--- config.mk ---
export PLATFORM = sky130hd
export DESIGN_NAME = pwm_capture
export DESIGN_NICKNAME = d
export VERILOG_FILES = /design/src/rtl/pwm_capture.sv
export SDC_FILE = /design/constraint.sdc
export NUM_CORES = 1
export LEC_CHECK = 0
export BUFFER_PORTS_ARGS = -buffer_cell sky130_fd_sc_hd__buf_2
export CELL_PAD_IN_SITES_DETAIL_PLACEMENT = 1
export CELL_PAD_IN_SITES_GLOBAL_PLACEMENT = 2
export CORE_MARGIN = 5
export CORE_UTILIZATION = 38
export DETAILED_ROUTE_END_ITERATION = 16
export GPL_TIMING_DRIVEN = 1
export PLACE_DENSITY_LB_ADDON = 0.1
export SYNTH_ARGS = -nofsm -noshare
export SYNTH_HDL_FRONTEND = slang
export SYNTH_SLANG_ARGS = --single-unit
--- constraint.sdc ---
create_clock -name clk -period 7.29 [get_ports clk]
set_input_delay 0 -clock clk [delete_from_list [all_inputs] [get_ports clk]]
set_output_delay 0 -clock clk [all_outputs]
set_load 0.02 [all_outputs]
--- src/rtl/pwm_capture.sv ---
// PWM capture: measures high time and period of pwm_in in prescaler ticks.
// Optional glitch filter enabled by defining PWM_CAPTURE_FILTER_EN.
module pwm_capture #(
  parameter int WIDTH       = 8,
  parameter int TIMER_WIDTH = 15
) (
  input  logic                   clk,
  input  logic                   rst,
  input  logic [TIMER_WIDTH-1:0] timer_final_value,
  input  logic                   pwm_in,
  output logic [WIDTH:0]         duty_meas,
  output logic [WIDTH:0]         period_meas,
  output logic                   meas_valid,
  output logic                   timeout,
  output logic                   level
);

  localparam int CW = WIDTH + 1;
  localparam logic [CW-1:0] SAT = '1;

  typedef enum logic [1:0] {S_IDLE, S_HIGH, S_LOW} state_t;

  state_t                 state_q;
  logic [1:0]             sync_q;
  logic [TIMER_WIDTH-1:0] presc_q;
  logic                   sample_q;
  logic                   sample_d;
  logic                   tick;
  logic [CW-1:0]          high_q;
  logic [CW-1:0]          period_q;
  logic [CW-1:0]          duty_q;
  logic [CW-1:0]          per_meas_q;
  logic                   valid_q;
  logic                   timeout_q;
  logic [CW-1:0]          high_inc;
  logic [CW-1:0]          period_inc;

  function automatic logic [CW-1:0] sat_inc(input logic [CW-1:0] v);
    return (v == SAT) ? SAT : v + CW'(1);
  endfunction

  always_comb begin
    tick       = (presc_q >= timer_final_value);
    high_inc   = sat_inc(high_q);
    period_inc = sat_inc(period_q);
  end

`ifdef PWM_CAPTURE_FILTER_EN
  // Counts consecutive ticks on which the synced input disagrees with sample.
  logic [1:0] filt_q;

  always_comb begin
    sample_d = sample_q;
    if (tick && (sync_q[1] != sample_q) && (filt_q == 2'd2)) begin
      sample_d = sync_q[1];
    end
  end

  always_ff @(posedge clk) begin
    if (rst) begin
      filt_q <= 2'd0;
    end else if (tick) begin
      if ((sync_q[1] == sample_q) || (filt_q == 2'd2)) begin
        filt_q <= 2'd0;
      end else begin
        filt_q <= filt_q + 2'd1;
      end
    end
  end
`else
  always_comb begin
    sample_d = tick ? sync_q[1] : sample_q;
  end
`endif

  always_ff @(posedge clk) begin
    if (rst) begin
      state_q    <= S_IDLE;
      sync_q     <= 2'b00;
      presc_q    <= '0;
      sample_q   <= 1'b0;
      high_q     <= '0;
      period_q   <= '0;
      duty_q     <= '0;
      per_meas_q <= '0;
      valid_q    <= 1'b0;
      timeout_q  <= 1'b0;
    end else begin
      sync_q   <= {sync_q[0], pwm_in};
      presc_q  <= tick ? '0 : presc_q + TIMER_WIDTH'(1);
      sample_q <= sample_d;
      valid_q  <= 1'b0;
      if (tick) begin
        case (state_q)
          S_IDLE: begin
            if (sample_d && !sample_q) begin
              high_q   <= CW'(1);
              period_q <= CW'(1);
              state_q  <= S_HIGH;
            end
          end
          S_HIGH: begin
            if (period_inc == SAT) begin
              timeout_q  <= 1'b1;
              duty_q     <= sample_d ? SAT : '0;
              per_meas_q <= SAT;
              valid_q    <= 1'b1;
              state_q    <= S_IDLE;
            end else begin
              period_q <= period_inc;
              if (sample_d) begin
                high_q <= high_inc;
              end else begin
                state_q <= S_LOW;
              end
            end
          end
          S_LOW: begin
            // In LOW the previous sample is 0, so a high sample is a rising edge.
            if (sample_d) begin
              duty_q     <= high_q;
              per_meas_q <= period_q;
              valid_q    <= 1'b1;
              timeout_q  <= 1'b0;
              high_q     <= CW'(1);
              period_q   <= CW'(1);
              state_q    <= S_HIGH;
            end else if (period_inc == SAT) begin
              timeout_q  <= 1'b1;
              duty_q     <= '0;
              per_meas_q <= SAT;
              valid_q    <= 1'b1;
              state_q    <= S_IDLE;
            end else begin
              period_q <= period_inc;
            end
          end
          default: state_q <= S_IDLE;
        endcase
      end
    end
  end

  assign duty_meas   = duty_q;
  assign period_meas = per_meas_q;
  assign meas_valid  = valid_q;
  assign timeout     = timeout_q;
  assign level       = sample_q;

endmodule

Word-level counts from Yosys, hierarchy flattened
Cells that the tools add are included.
- bitwise logic cells: 1
- order comparisons: 1
- $add $sub $neg: 3
- equal/unequal tests: 12
- multiplexer cells: 31
- reduce and logical (&&, ||, !) cells: 12
- operators by type and width (cell ; number):
    9-bit 2-to-1 mux ; 14
    9-bit one-hot mux with 3 select lines ; 2
    9-bit one-hot mux with 2 select lines ; 2
    9-bit equality test (second input constant) ; 3
    9-bit by 1-bit adder with 9-bit output (second input constant) ; 2
    15-bit by 1-bit adder with 15-bit output (second input constant) ; 1
    15-bit >= comparator ; 1
    2-bit 2-to-1 mux ; 5
    2-bit != test (second input constant) ; 5
    4-bit AND reduction ; 2
    3-bit != test (second input constant) ; 2
    2-bit one-hot mux with 3 select lines ; 1
    6-bit AND reduction ; 1
    1-bit 2-to-1 mux ; 5
    1-bit one-hot mux with 2 select lines ; 2
    2-bit OR reduction ; 2
    3-bit AND reduction ; 1
    3-bit nonzero test ; 1
    2-bit by 1-bit equality test with 1-bit output (second input constant) ; 1
    2-bit equality test (second input constant) ; 1
    2-bit zero test ; 1
    2-bit AND reduction ; 1
    2-bit nonzero test ; 1
    1-bit logical AND ; 1
    other kinds (2) ; 2
- input port bits: 18
- output and inout port bits: 21
- register bits after elaboration: 58
- logic and storage cells: 70

Logic depth before layout (Yosys ltp)
Gate-level depths: netlist of run 1.
- word-level depth: 6
- mapped depth: 10
- mapped depth without buffers: 9

Worst setup path before layout of run 1
Ideal clock, no wire load.
- path kind: flip-flop to flip-flop
- start point: reg period_q[1]
- end point: reg period_q[5]
- buffers on the path: 2
- arrival: 2.522 ns
- stages on the path, launching flop included: 11
- library setup time: 0.072 ns
- clock period less this slack: 2.594 ns
- path slack: 4.696 ns
- required time: 7.218 ns
- cell sequence: dfxtp_1 ha_1 nand3_1 or2_1 buf_4 xnor2_1 a41o_1 and3_4 buf_6 or4_1 a21oi_1
- cells in the longest elaborated chain, start to end: 6
- elaborated cells on any way between the ends: 7
- classes of those cells: add/sub (1); eq/ne (2); mux (4)
- ends and longest elaborated chain (item ; RTL line ; text):
    start, declared ; 30 ; logic [CW-1:0] period_q;
    start signal, assigned ; 110 ; period_q <= period_inc;
    start signal, assigned ; 135 ; period_q <= period_inc;
    9-bit by 1-bit adder with 9-bit output or 9-bit equality test (tied branches) ; 39 ; return (v == SAT) ? SAT : v + CW'(1);
    9-bit 2-to-1 mux (*) ; 39 ;
    9-bit equality test ; 103, 128 ;
    9-bit 2-to-1 mux (*) ; 103, 128 ;
    9-bit 2-to-1 mux ; 120 ; if (sample_d) begin
    9-bit one-hot mux with 3 select lines (*) ; 94 ; case (state_q)
Every way passes the cells marked *; elsewhere a longest branch is shown, timed or not.
A chain may end at the register's enable or synchronous reset.

Final worst setup path of run 1
- start point: reg period_q[0]
- end point: reg high_q[0]
- cells in the longest elaborated chain, start to end: 5
- elaborated cells on any way between the ends: 6
- classes of those cells: add/sub (1); eq/ne (3); mux (1); reduce/logical (1)
- ends and longest elaborated chain (item ; RTL line ; text):
    9-bit by 1-bit adder with 9-bit output or 9-bit equality test (tied branches) ; 39 ;
    9-bit 2-to-1 mux (*) ; 39 ;
    9-bit equality test (*) ; 103 ; if (period_inc == SAT) begin
    2-bit != test (no source line) (*) ; - ;
    6-bit AND reduction (no source line) (*) ; - ;
    end signal, assigned ; 112 ; high_q <= high_inc;
    end, declared ; 29 ; logic [CW-1:0] high_q;
Marked as above.

==> impl.org, run 1 <==
** Outcome
- The flow ran to the end, and the final reports show no timing, DRC or antenna violations.

** Critical path
- Element type at the critical path end :: register
- CP Data Required Time :: approximately 7.6 ns
- Critical path launch point :: period_q[0]
- Startpoint type of the worst setup path :: register
- Arrival time of the worst setup path :: between 3 and 4 ns
- The number of cells on the worst reg-to-reg path is 8.
- Type of the worst setup path :: register to register
- Worst R2R Start :: period_q[0]
- Setup slack on the worst reg-to-reg path comes out at about 4.3 ns.
- Maximum net fanout on the critical path :: 10
- Endpoint of the most critical register-to-register path :: high_q[0]

** Detailed routing
- In the final routed layout, each cell accounts on average for 16.4 µm.
- For this block, the initial DRC count from the detailed router was 124.
- Before antenna repair, the detailed router went through 4 iterations.
- Antenna-violating nets left :: 0
- DRC violations left :: 0
- The detailed router placed 2,853 vias in this run.
- Final routed wirelength across all metal layers :: 8.58 mm
- Via-to-Cell Ratio :: 5.47

** Cells and area
- Share of cells above drive strength 1 :: 0.157
- The count of cells in the finished layout, fillers not included, comes to 522.
- The finished cells cover between 3000 and 4000 µm².
- In the final layout, the multi-input gates occupy 1950 µm².
- Across the whole layout, storage elements account for 1160 µm².
- Number of fill cells in the layout :: 1,067
- Relative to the synthesized area, the layout overhead comes to 13.6%.
- The repair_antennas step left the layout with diodes totalling 0.
- Leaving out fill and tap cells, the most frequent cells in the layout are sky130_fd_sc_hd__dfxtp_1, sky130_fd_sc_hd__buf_2, sky130_fd_sc_hd__nor2_1, sky130_fd_sc_hd__inv_1.
- The net count of the finished layout is 451.
- Most frequent standard cell in the layout excluding fill and tap cells :: sky130_fd_sc_hd__dfxtp_1

** Min path
- Worst hold start :: rst
- The tightest min-delay check is of the input port to register type.
- Worst hold path stage count :: 2
- End point of the worst hold path :: sync_q[1]

** Timing
- Final hold violation count :: 0
- Final Skew :: between 0.009 and 0.01 ns
- The tightest hold path in the finished design has a slack of 0.128 ns.
- In the final timing run, aggregate negative setup slack is 0 ns.
- Setup violations remaining at the end of the flow were counted as 0.
- Final Cycle Share :: 0.411
- Fin. max-slew vios :: 0
- Static timing analysis puts the maximum clock frequency at 0.334 GHz.
- Setup repair after global routing missed its margin :: no
- The worst pin sits at a relative slew slack of 0.514.
- For the pin with the worst max-slew slack, the measured transition is 0.726 ns.
- Post-layout minimum cycle time :: 2.99 ns

** Synthesis
- For this run, asynchronously set or reset flops after synthesis account for 0.
- The cell count after synthesis came out at 377.
- For this run, the leading register cell type out of synthesis is sky130_fd_sc_hd__dfxtp_1.
- Cell area after synthesis :: 3300 µm²
- Netlist cell types :: 59
- Synthesis-stage register bit count :: 58
- Library cell occupying the most area in the post-synthesis netlist :: sky130_fd_sc_hd__dfxtp_1
- Top post-synthesis cells by area :: sky130_fd_sc_hd__dfxtp_1, sky130_fd_sc_hd__ha_1, sky130_fd_sc_hd__a21oi_1, sky130_fd_sc_hd__nor2_1, sky130_fd_sc_hd__o221a_1
- Of the post-synthesis cell area, the dominant cell type holds 0.352.
- Counting every net in the synthesized netlist gives 417.
- The share of the Yosys chip area taken by registers is 0.352.
- For this run, the number of Yosys warnings is 0.
- Post-Syn Area per Cell :: 8.75 µm²
- Counting flops with a built-in enable in the synthesized netlist gives 0.

** Floorplanning
- The initial utilization of the core area, before any placement, comes to 0.384.
- The core region is roughly 8600 µm².
- From bottom edge to top edge, the die measures between 100 and 150 µm.
- Floorplan row count :: 34
- Io pins :: 39
- The die covers 10,600 µm².
- The floorplan step set the die width to 103 µm.

** Power
- In this run the static leakage power is 1.45 nW.
- Clock network fraction of total power :: 0.462
- VDD sags by at most 71.3 µV.
- The internal portion of the total power is 0.500 mW.
- The analysis attributes to net switching a power of 0.142 mW.
- Relative contribution of combinational cells to total power :: 0.038
- Total power divided by cell area :: 172 nW/µm²
- Of the total power, the share spent switching nets is 0.221.
- Pwr Total :: 0.643 mW
- The share of total power dissipated in sequential elements is 0.500.

** GRT
- The number of global-route vias before repair is between 2,000 and 3,000.
- Gr ovfl total :: 0
- Wire length of the first global-routing pass :: between 10 and 15 mm
- Across every metal layer, demand over resource in global routing totals 0.168.
- Pin count of the biggest net entering global routing :: 25
- The initial antenna violation count is 0.

** Place
- GPL Wtd Cong :: 0.765
- Counting tap cells, the placed design contains a total of 507 instances.
- DP HPWL :: 6.17 mm
- Input and output buffers added on the ports amount to 38.
- Area after detailed placement :: 3550 µm²

** Clocking
- Once the clock tree was built, the setup fixing pass inserted 0 buffers.
- In this run, post-CTS repair resized a total of 0 instances.
- Clk buf depth :: 2
- Clock latency on the worst-skew pair, taken at its later pin, is 0.33 ns.
- Hold buffers post-CTS :: 1
- # H-tree levels :: 3
- Num CTS Buffers :: 9
- TritonCTS clock tree :: yes
- CTS placed an instance of sky130_fd_sc_hd__clkbuf_8 at the clock tree root.
- Counting every sink on the clock net gives 58.
- Clock transition time at the flip-flop clock pins of the worst setup and hold paths :: about 0.070 ns

** Flow run
- Max-cap violations in this run came to 0.
==> through the flow <==
stage / utilization / setup slack [ns]
3_5_place_dp: 0.413 / 4.27
2_1_floorplan: - / 4.70
4_1_cts: 0.436 / 4.27
3_3_place_gp: 0.413 / 4.26
5_1_grt: 0.436 / 3.99
6_report: 0.436 / 4.30
==> power groups by stage <==
stage | clock, mW | combinational [mW] | sequential [mW]
floorplan | 0 | 0.0151 | 0.327
global placement | 0 | 0.0238 | 0.328
detailed placement | 0 | 0.0244 | 0.328
CTS | 0.309 | 0.0252 | 0.321
global route | 0.321 | 0.0280 | 0.321
finish | 0.297 | 0.0244 | 0.321
==> metal layers <==
| metal | GRT usage | up-vias | part of all wire |
|---|---|---|---|
| met5 | 0 | - | 0 |
| li1 | - | 1455 | - |
| met1 | 0.214 | 1364 | 0.48 |
| met2 | 0.287 | 23 | 0.49 |
| met4 | 0.0428 | 0 | 0.011 |
| met3 | 0.0399 | 11 | 0.025 |
==> Yosys cell counts (all sizes together) (4+ instances only) <==
library cell	count
nor3	5
nand4b	10
a41oi	4
buf	5
ha	22
o21ai	23
xnor2	8
o221a	10
clkbuf	12
nand3b	5
nand3	15
nand2b	10
and2	6
inv	25
xor2	7
o31ai	4
a211oi	7
or4	5
nand4	6
a31oi	9
a21oi	25
nor2	30
and3	7
dfxtp	58
nand2	24
==> worst max-delay path: stages, from the launching register on <==
cell	delay, ns
sky130_fd_sc_hd__dfxtp_1	0.56
sky130_fd_sc_hd__ha_1	0.39
sky130_fd_sc_hd__nand3_1	0.15
sky130_fd_sc_hd__or2_1	0.32
sky130_fd_sc_hd__xnor2_1	0.15
sky130_fd_sc_hd__a41o_1	0.35
sky130_fd_sc_hd__a41o_1	0.30
sky130_fd_sc_hd__nor2_1	0.45
sky130_fd_sc_hd__o221a_1	0.26
==> flip-flops by register name (all words and copies together), names as in the netlist <==
register	flops
state_q	2
meas_valid	1
duty_meas	9
timeout	1
period_q	9
high_q	9
sync_q	2
period_meas	9
presc_q	15
level	1
==> area by class of cell <==
| type | count | area share |
|---|---|---|
| inverters | 26 | 0.0260 |
| multi-input cells | 276 | 0.522 |
| clock inverters | 3 | 0.0107 |
| clock buffers | 11 | 0.0404 |
| repair buffers | 40 | 0.0554 |
| well taps | 108 | 0.0361 |
| flip-flops and latches | 58 | 0.310 |
==> logic make-up (layout without fill, tap and decap cells) <==
group | count (synthesis) | in the layout | share of synthesized area
AND/OR/NAND/NOR | 137 | 137 | 0.236
AO/OA/AOI/OAI | 99 | 99 | 0.224
flip-flops | 58 | 58 | 0.352
buffers and inverters | 43 | 80 | 0.0554
adder cells (fa/ha/maj) | 22 | 22 | 0.0835
XOR/XNOR | 15 | 15 | 0.0398
multiplexers | 3 | 3 | 0.00948
==> how the worst max path moves through the flow <==
| stage | end | slack, ns | cells after the start |
|---|---|---|---|
| floorplan | period_q[5] | 4.70 | 10 |
| global placement | high_q[8] | 4.26 | 8 |
| detailed placement | high_q[0] | 4.27 | 8 |
| CTS | high_q[0] | 4.27 | 8 |
| global route | high_q[6] | 3.99 | 8 |
| finish | high_q[0] | 4.30 | 8 |
(Power assumes the default switching activity.)
==> run 2: changes to the inputs <==
CORE_UTILIZATION = 36   (was 38)
clock period = 2.9 ns   (was 7.29 ns; I/O delays follow)
==> run 2 against run 1 <==
  * Routed wire length fell by 0.70%
  * Critical path depth is 1 higher
  * Die area is 5.0% higher
  * Cell count rose by 3.4%
  * Combinational power rose to 2.7 times the previous value
  * Largest power group unchanged
  * Highest routed layer unchanged
==> impl.org, run 2 (synthesis gave the netlist of run 1 again) <==
** Outcome
- The flow ran to the end, and the final reports show no timing, DRC or antenna violations.

** Clocking
- The post-cts gate resize count is 0 (unchanged).
- The clock-pin slew reported for the worst setup and hold paths after clock tree synthesis was 0.06 ns (about the same).
- Count of buffers added by post-CTS timing repair for setup :: 0 (unchanged)
- Num CTS Buffers :: 9 (unchanged)
- Clock network latency to the later pin of the worst-skew pair :: 0.34 ns (about the same)
- The deepest clock path buffer count came to 2 (unchanged).
- In this run the clock root is driven by a sky130_fd_sc_hd__clkbuf_8.
- # H-tree levels :: 3 (unchanged)
- Hold buffers post-CTS :: 1 (unchanged)
- The TritonCTS sink count came to 58 (unchanged).
- TritonCTS clock tree :: yes

** Place
- Area after detailed placement :: 3650 µm² (+2.9%)
- The weighted congestion reported at the end of routability-driven placement came to 0.812 (+6.1%).
- DP HPWL :: 6.41 mm (+3.9%)
- The count of input and output buffers is 38 (unchanged).

** GRT
- All-layer global routing usage :: 0.160 (-0.00888)
- The maximum number of pins on one net before global-route repair is 24 (-4.0%).
- The first-pass GRT wire length is 14.6 mm (+2.4%).
- Initial antenna violation count :: 0 (unchanged)
- Gr ovfl total :: 0 (unchanged)
- Number of global-route vias before repair :: 2,983 (+4.8%)

** Timing
- Fin. max-slew vios :: 0 (unchanged)
- Post-layout minimum cycle time :: 2.54 ns (-0.458 ns)
- Total Negative Setup Slacks :: 0 ns (unchanged)
- The final number of hold-violating endpoints was 0 (unchanged).
- The slew of the pin with the lowest slew margin is 0.591 ns (-0.134 ns).
- Setup repair after global routing left no endpoint under its margin.
- Final count of negative-setup-slack endpoints :: 0 (unchanged)
- Final Cycle Share :: 0.874 (+0.464)
- The largest clock skew in the final design is 0.0101 ns (+0.000870 ns).
- The relative slew slack was 0.606 (+0.0915).
- Maximum clock frequency :: 0.394 GHz (+18%)

** Critical path
- The worst setup path is captured at a register.
- The count of cells along the worst register-to-register path was 9 (+1).
- Startpoint type of the worst setup path :: register
- The largest driver fanout on the critical path was 8 (-2).
- Type of the worst setup path :: register to register
- CP Data Required Time :: 3.16 ns (-4.41 ns)
- The data arrival time of the critical path came to 2.79 ns (-0.48 ns).

** Detailed routing
- The average detailed-routed wire length per instance came to 15.8 µm (-4.0%).
- DRC violations left :: 0 (unchanged)
- Final routed wirelength across all metal layers :: 8.52 mm (-0.70%)
- 1st-iter DRT viols :: 96 (-23%)
- First-pass iteration count of the detailed router :: 4 (unchanged)
- Antenna-violating nets left :: 0 (unchanged)
- Count of vias placed by the detailed router :: 2,926 (+2.6%)
- Via-to-Cell Ratio :: 5.42 (-0.86%)

** Cells and area
- Most flops, register :: presc_q
- Largest register FFs :: 15 (unchanged)
- The filler cell count is 1,098 (+2.9%).
- Area Growth Syn to Fin :: 15.9%
- The post-route standard cell area excluding fillers came to 3820 µm² (+2.0%).
- Most frequent standard cell in the layout excluding fill and tap cells :: sky130_fd_sc_hd__dfxtp_1
- The fraction of final layout cells with drive strength greater than 1 came to 0.179 (+0.0225).
- Most used cells in the layout excluding fill and tap cells :: sky130_fd_sc_hd__dfxtp_1, sky130_fd_sc_hd__buf_2, sky130_fd_sc_hd__nor2_1, sky130_fd_sc_hd__inv_1
- The number of diodes added for antenna fixing was 0 (unchanged).
- Layout Nets :: 464 (+2.9%)

** Power
- Total power divided by cell area :: 398 nW/µm² (+130%)
- The worst IR drop on VDD is 158 µV (+120%).
- Total leakage power :: 1.51 nW (+3.6%)

** Floorplanning
- Core Box Area :: 9060 µm² (+5.5%)
- The area of the die was 11,200 µm² (+5.0%).
- Io pins :: 39 (unchanged)
- Width of the die :: 106 µm (+2.5%)
- The total number of placement rows was 35 (+2.9%).
- The die span in y came to 106 µm (+2.5%).
- Initial cell density of the core :: 0.364 (-0.0200)

** Min path
- The path class of the tightest hold or removal check is input port to register.
- The number of cells on the worst hold path is 3 (+1).

** Flow run
- Number of maximum-capacitance violations :: 0 (unchanged)
==> run 2: changes by cell type in the layout (fill, tap and decap cells not counted), sizes merged <==
cell	previous run	this run
buf	39	52
clkbuf	11	13
bufinv	1	0
clkinv	3	4
==> run 2: final timing paths <==
check             start          end  slack (ns)
max reg2reg  presc_q[6]  period_q[2]        0.36
max          presc_q[6]  period_q[2]        0.36
min reg2reg   sync_q[0]    sync_q[1]        0.44
min                 rst    high_q[0]        0.08
==> run 2: area by class of cell <==
cell class / instances / area (µm²) / area share
clock inverter: 3 / 15.0 / 0.00393
sequential: 58 / 1160 / 0.304
inverter: 26 / 97.6 / 0.0255
multi-input combinational: 276 / 1950 / 0.511
clock buffer: 13 / 149 / 0.0390
tap: 111 / 139 / 0.0363
timing repair buffer: 53 / 305 / 0.0799
==> run 2: worst max-delay path: stages, from the launching register on <==
cell and delay, ns:
sky130_fd_sc_hd__dfxtp_1 0.40, sky130_fd_sc_hd__ha_1 0.27, sky130_fd_sc_hd__and2_0 0.16, sky130_fd_sc_hd__a221o_1 0.32, sky130_fd_sc_hd__a41o_1 0.25, sky130_fd_sc_hd__a31oi_1 0.36, sky130_fd_sc_hd__a31oi_1 0.18, sky130_fd_sc_hd__a2bb2oi_1 0.18
sky130_fd_sc_hd__buf_4 0.17, sky130_fd_sc_hd__nor3_1 0.19
==> run 2: metrics by stage <==
stage	setup slack (ns)	cells	power [mW]	hold WS (ns)	utilization
2_1_floorplan	0.306	377	0.861	0.0716	-
3_3_place_gp	0.375	523	0.891	0.232	0.402
3_5_place_dp	0.385	523	0.892	0.229	0.402
4_1_cts	0.362	540	1.55	0.0773	0.422
5_1_grt	0.168	540	1.58	0.0785	0.422
6_report	0.364	540	1.52	0.0830	0.422
==> run 2: routing by layer <==
layer / part of all wire / global-route usage
met2: 0.47 / 0.264
met5: 0 / 0
met4: 0.019 / 0.0666
met3: 0.024 / 0.0325
met1: 0.49 / 0.202
==> run 2: report_power, final <==
part	internal [mW]	leakage, nW	switching [mW]
registers	0.802	0.468	0.00657
logic	0.0281	0.951	0.0375
clock network	0.330	0.0872	0.318
==> run 3: changes to the inputs <==
BUFFER_PORTS_ARGS = not set   (was -buffer_cell sky130_fd_sc_hd__buf_2)
CELL_PAD_IN_SITES_DETAIL_PLACEMENT = not set   (was 1)
CELL_PAD_IN_SITES_GLOBAL_PLACEMENT = not set   (was 2)
CORE_UTILIZATION = 39   (was 36)
DONT_BUFFER_PORTS = 1   (was not set)
MAX_ROUTING_LAYER = met4   (was not set)
PLACE_DENSITY_LB_ADDON = not set   (was 0.1)
==> run 3 against run 2 <==
  * Critical path depth shrank 1
  * Count of clock-buffer cells in the layout down 1
  * Sequential power barely moved
  * Final area fell by 3.6%
  * Utilization increased by 2.7 points
  * Total power increased by 14%
  * Sequential share of layout area is 1.1 points higher
  * Sequential cell count stayed put
  * Clock power is 36% higher
  * Global-route usage is 0.64 points lower
  * Fmax is 4.2% lower
  * Largest cell class unchanged
  * Largest power group is now clock
==> impl.org, run 3 (synthesis gave the netlist of run 1 again) <==
** Outcome
- Result of the run :: completed

** Critical path
- The startpoint identified for the worst register-to-register timing path is period_q[1].
- Largest stage delay, worst path :: 0.40 ns (about the same)
- Type of the worst setup path :: register to register
- Startpoint type of the worst setup path :: register
- The worst setup path is captured at a register.
- The largest driver fanout on the critical path came to 8 (unchanged).
- The register-to-register setup slack came to 0.25 ns (-0.11 ns).
- In this run the worst setup path begins at period_q[1].
- Critical path destination :: high_q[8]
- The count of cells along the worst register-to-register path is 8 (-1).
- Arrival time of the worst setup path :: 2.83 ns (+0.04 ns)
- The endpoint identified for the worst register-to-register timing path is high_q[8].
- The required time at the worst-slack endpoint came to 3.08 ns (-0.08 ns).
- Worst path slowest cell :: sky130_fd_sc_hd__or3_4
- Ordered list of cells on the worst path :: ha_1 > nand3_1 > or2_1 > or3_4 > a32oi_4 > a41oi_2 > a41oi_1 > a211oi_1

** Clocking
- Clock transition time at the flip-flop clock pins of the worst setup and hold paths :: 0.07 ns (about the same)
- Clk sinks :: 58 (unchanged)
- The number of CTS-inserted buffers is 9 (unchanged).
- The tree is rooted in a sky130_fd_sc_hd__clkbuf_8.
- TritonCTS built the clock tree.
- # H-tree levels :: 3 (unchanged)
- Clock network latency to the later pin of the worst-skew pair :: 0.34 ns (about the same)
- The deepest clock path buffer count is 2 (unchanged).

** GRT
- Pin count of the biggest net entering global routing :: 24 (unchanged)
- The first-pass GRT wire length came to 12.4 mm (-15%).
- The total grt overflow is 0 (unchanged).
- The number of global-route vias before repair was 2,644 (-11%).
- The all-layer global routing usage was 0.153 (-0.00635).
- The initial antenna violation count is 0 (unchanged).

** Floorplanning
- Floorplan row count :: 33 (-5.7%)
- Core Box Area :: 8220 µm² (-9.4%)
- Die Y-Extent :: 102 µm (-3.6%)
- Floorplan die area :: 10,400 µm² (-7.0%)
- Io pins :: 39 (unchanged)
- Initial cell density of the core :: 0.401 (+0.0376)
- Width of the die :: 102 µm (-3.6%)

** Detailed routing
- Met3 wire length :: 311 µm (+53%)
- Wire length on met1 :: 3.49 mm (-16%)
- The first-iteration detailed-routing DRC count is 138 (+44%).
- Highest metal layer with signal wires :: met4
- Post-detailed-route wirelength per cell :: 15.0 µm (-5.2%)
- First-pass iteration count of the detailed router :: 4 (unchanged)
- The total number of vias came to 2,779 (-5.0%).
- Final routed wirelength across all metal layers :: 7.38 mm (-13%)
- Metal2 WL :: 3.47 mm (-13%)
- Antenna-violating nets left :: 0 (unchanged)
- The total DRC errors in the routed layout is 0 (unchanged).
- Via-to-Cell Ratio :: 5.64 (+4.0%)

** Min path
- The min-delay analysis places its worst path in the category input port to register.

** Timing
- The slew of the pin with the lowest slew margin is 0.920 ns (+0.329 ns).
- The final number of hold-violating endpoints came to 0 (unchanged).
- Setup repair after global routing missed its margin :: no
- Worst slew margin :: 0.385 (-0.221)
- The share of the clock period used by the worst path came to 0.913 (+0.0387).
- The largest clock skew in the final design is 0.00667 ns (-0.00343 ns).
- Post-layout minimum cycle time :: 2.65 ns (+0.112 ns)
- The final count of negative-setup-slack endpoints is 0 (unchanged).
- The accumulated negative setup slack was 0 ns (unchanged).
- The final number of max-transition violations is 0 (unchanged).
- Maximum clock frequency :: 0.378 GHz (-4.2%)

** Place
- GPL Wtd Cong :: 0.880 (+8.5%)
- The count of input and output buffers came to 0 (-100%).
- DP HPWL :: 5.38 mm (-16%)
- The total instance count after detailed placement came to 472 (-9.8%).

** Power
- The static leakage power was 1.33 nW (-12%).
- The worst IR drop on VDD came to 232 µV (+47%).
- The cell area power density is 471 nW/µm² (+18%).

** Cells and area
- Compared with the post-synthesis result, the final layout area differs by 11.7%.
- The library cells used most frequently in the layout, excluding fill and tap cells, are sky130_fd_sc_hd__dfxtp_1, sky130_fd_sc_hd__nor2_1, sky130_fd_sc_hd__inv_1, sky130_fd_sc_hd__nand2_1, sky130_fd_sc_hd__a21oi_1.
- Layout Nets :: 423 (-8.8%)
- Final core area utilization :: 0.448 (+0.0269)
- The fraction of final layout cells with drive strength greater than 1 is 0.103 (-0.0764).
- The final standard cell count with taps included and fillers excluded was 493 (-8.7%).
- Ranked by flip-flop count, first place goes to presc_q.
- The flip-flop count of the largest register after layout came to 15 (unchanged).
- Antenna Diode Count :: 0 (unchanged)
- Most frequent standard cell in the layout excluding fill and tap cells :: sky130_fd_sc_hd__dfxtp_1

** Flow run
- Number of maximum-capacitance violations :: 0 (unchanged)
## run 3: how the worst min path moves through the flow
stage                     from            to  slack [ns]  cells past startpoint
after floorplan            rst     sync_q[0]        0.07                      1
after global placement     rst     high_q[3]        0.07                      1
after detailed placement   rst  duty_meas[6]        0.07                      1
after CTS                  rst    presc_q[1]        0.15                      2
after global routing       rst    presc_q[1]        0.20                      2
final                      rst    presc_q[1]        0.17                      2
## run 3: repair_timing
action,CTS,global route
buffers inserted,0,3
endpoints found under the setup margin,0,20
hold endpoints to repair,24,0
hold buffers,2,0
gates resized for setup,0,2
## run 3: cell type report
type                            instances  area [µm²]
Fill cell                             811        4530
Timing Repair Buffer                   12        95.1
Multi-Input combinational cell        276        1960
Clock buffer                           12         165
Inverter                               26        97.6
Clock inverter                          4        72.6
Tap cell                              105         131
Sequential cell                        58        1160
## run 3: worst max-delay path, delay by kind of cell (launching register included)
kind                       cells  cell delay, ns
AOI/OAI and AO/OA              4            1.00
and+or+nand+nor                3            0.86
DFF                            1            0.33
adders and majority gates      1            0.30
## run 3: where the power goes
part | internal [mW] | total [mW] | switching (mW)
logic | 0.0188 | 0.0502 | 0.0314
registers | 0.801 | 0.807 | 0.00589
clock network | 0.553 | 0.879 | 0.327
## run 3: metrics by stage
step | setup WS [ns] | power [mW] | cell area [µm²] | hold slack, ns
floorplan | 0.306 | 0.861 | 3300 | 0.0716
global placement | 0.221 | 0.867 | 3400 | 0.0733
detailed placement | 0.189 | 0.868 | 3400 | 0.0742
CTS | 0.168 | 1.76 | 3650 | 0.151
global route | 0.0271 | 1.81 | 3680 | 0.195
finish | 0.252 | 1.74 | 3680 | 0.166
## run 3: per-layer routing
| layer | vias up | track usage |
|---|---|---|
| li1 | 1406 | - |
| met4 | 0 | 0.0575 |
| met2 | 42 | 0.241 |
| met1 | 1321 | 0.189 |
| met5 | - | - |
| met3 | 10 | 0.0403 |
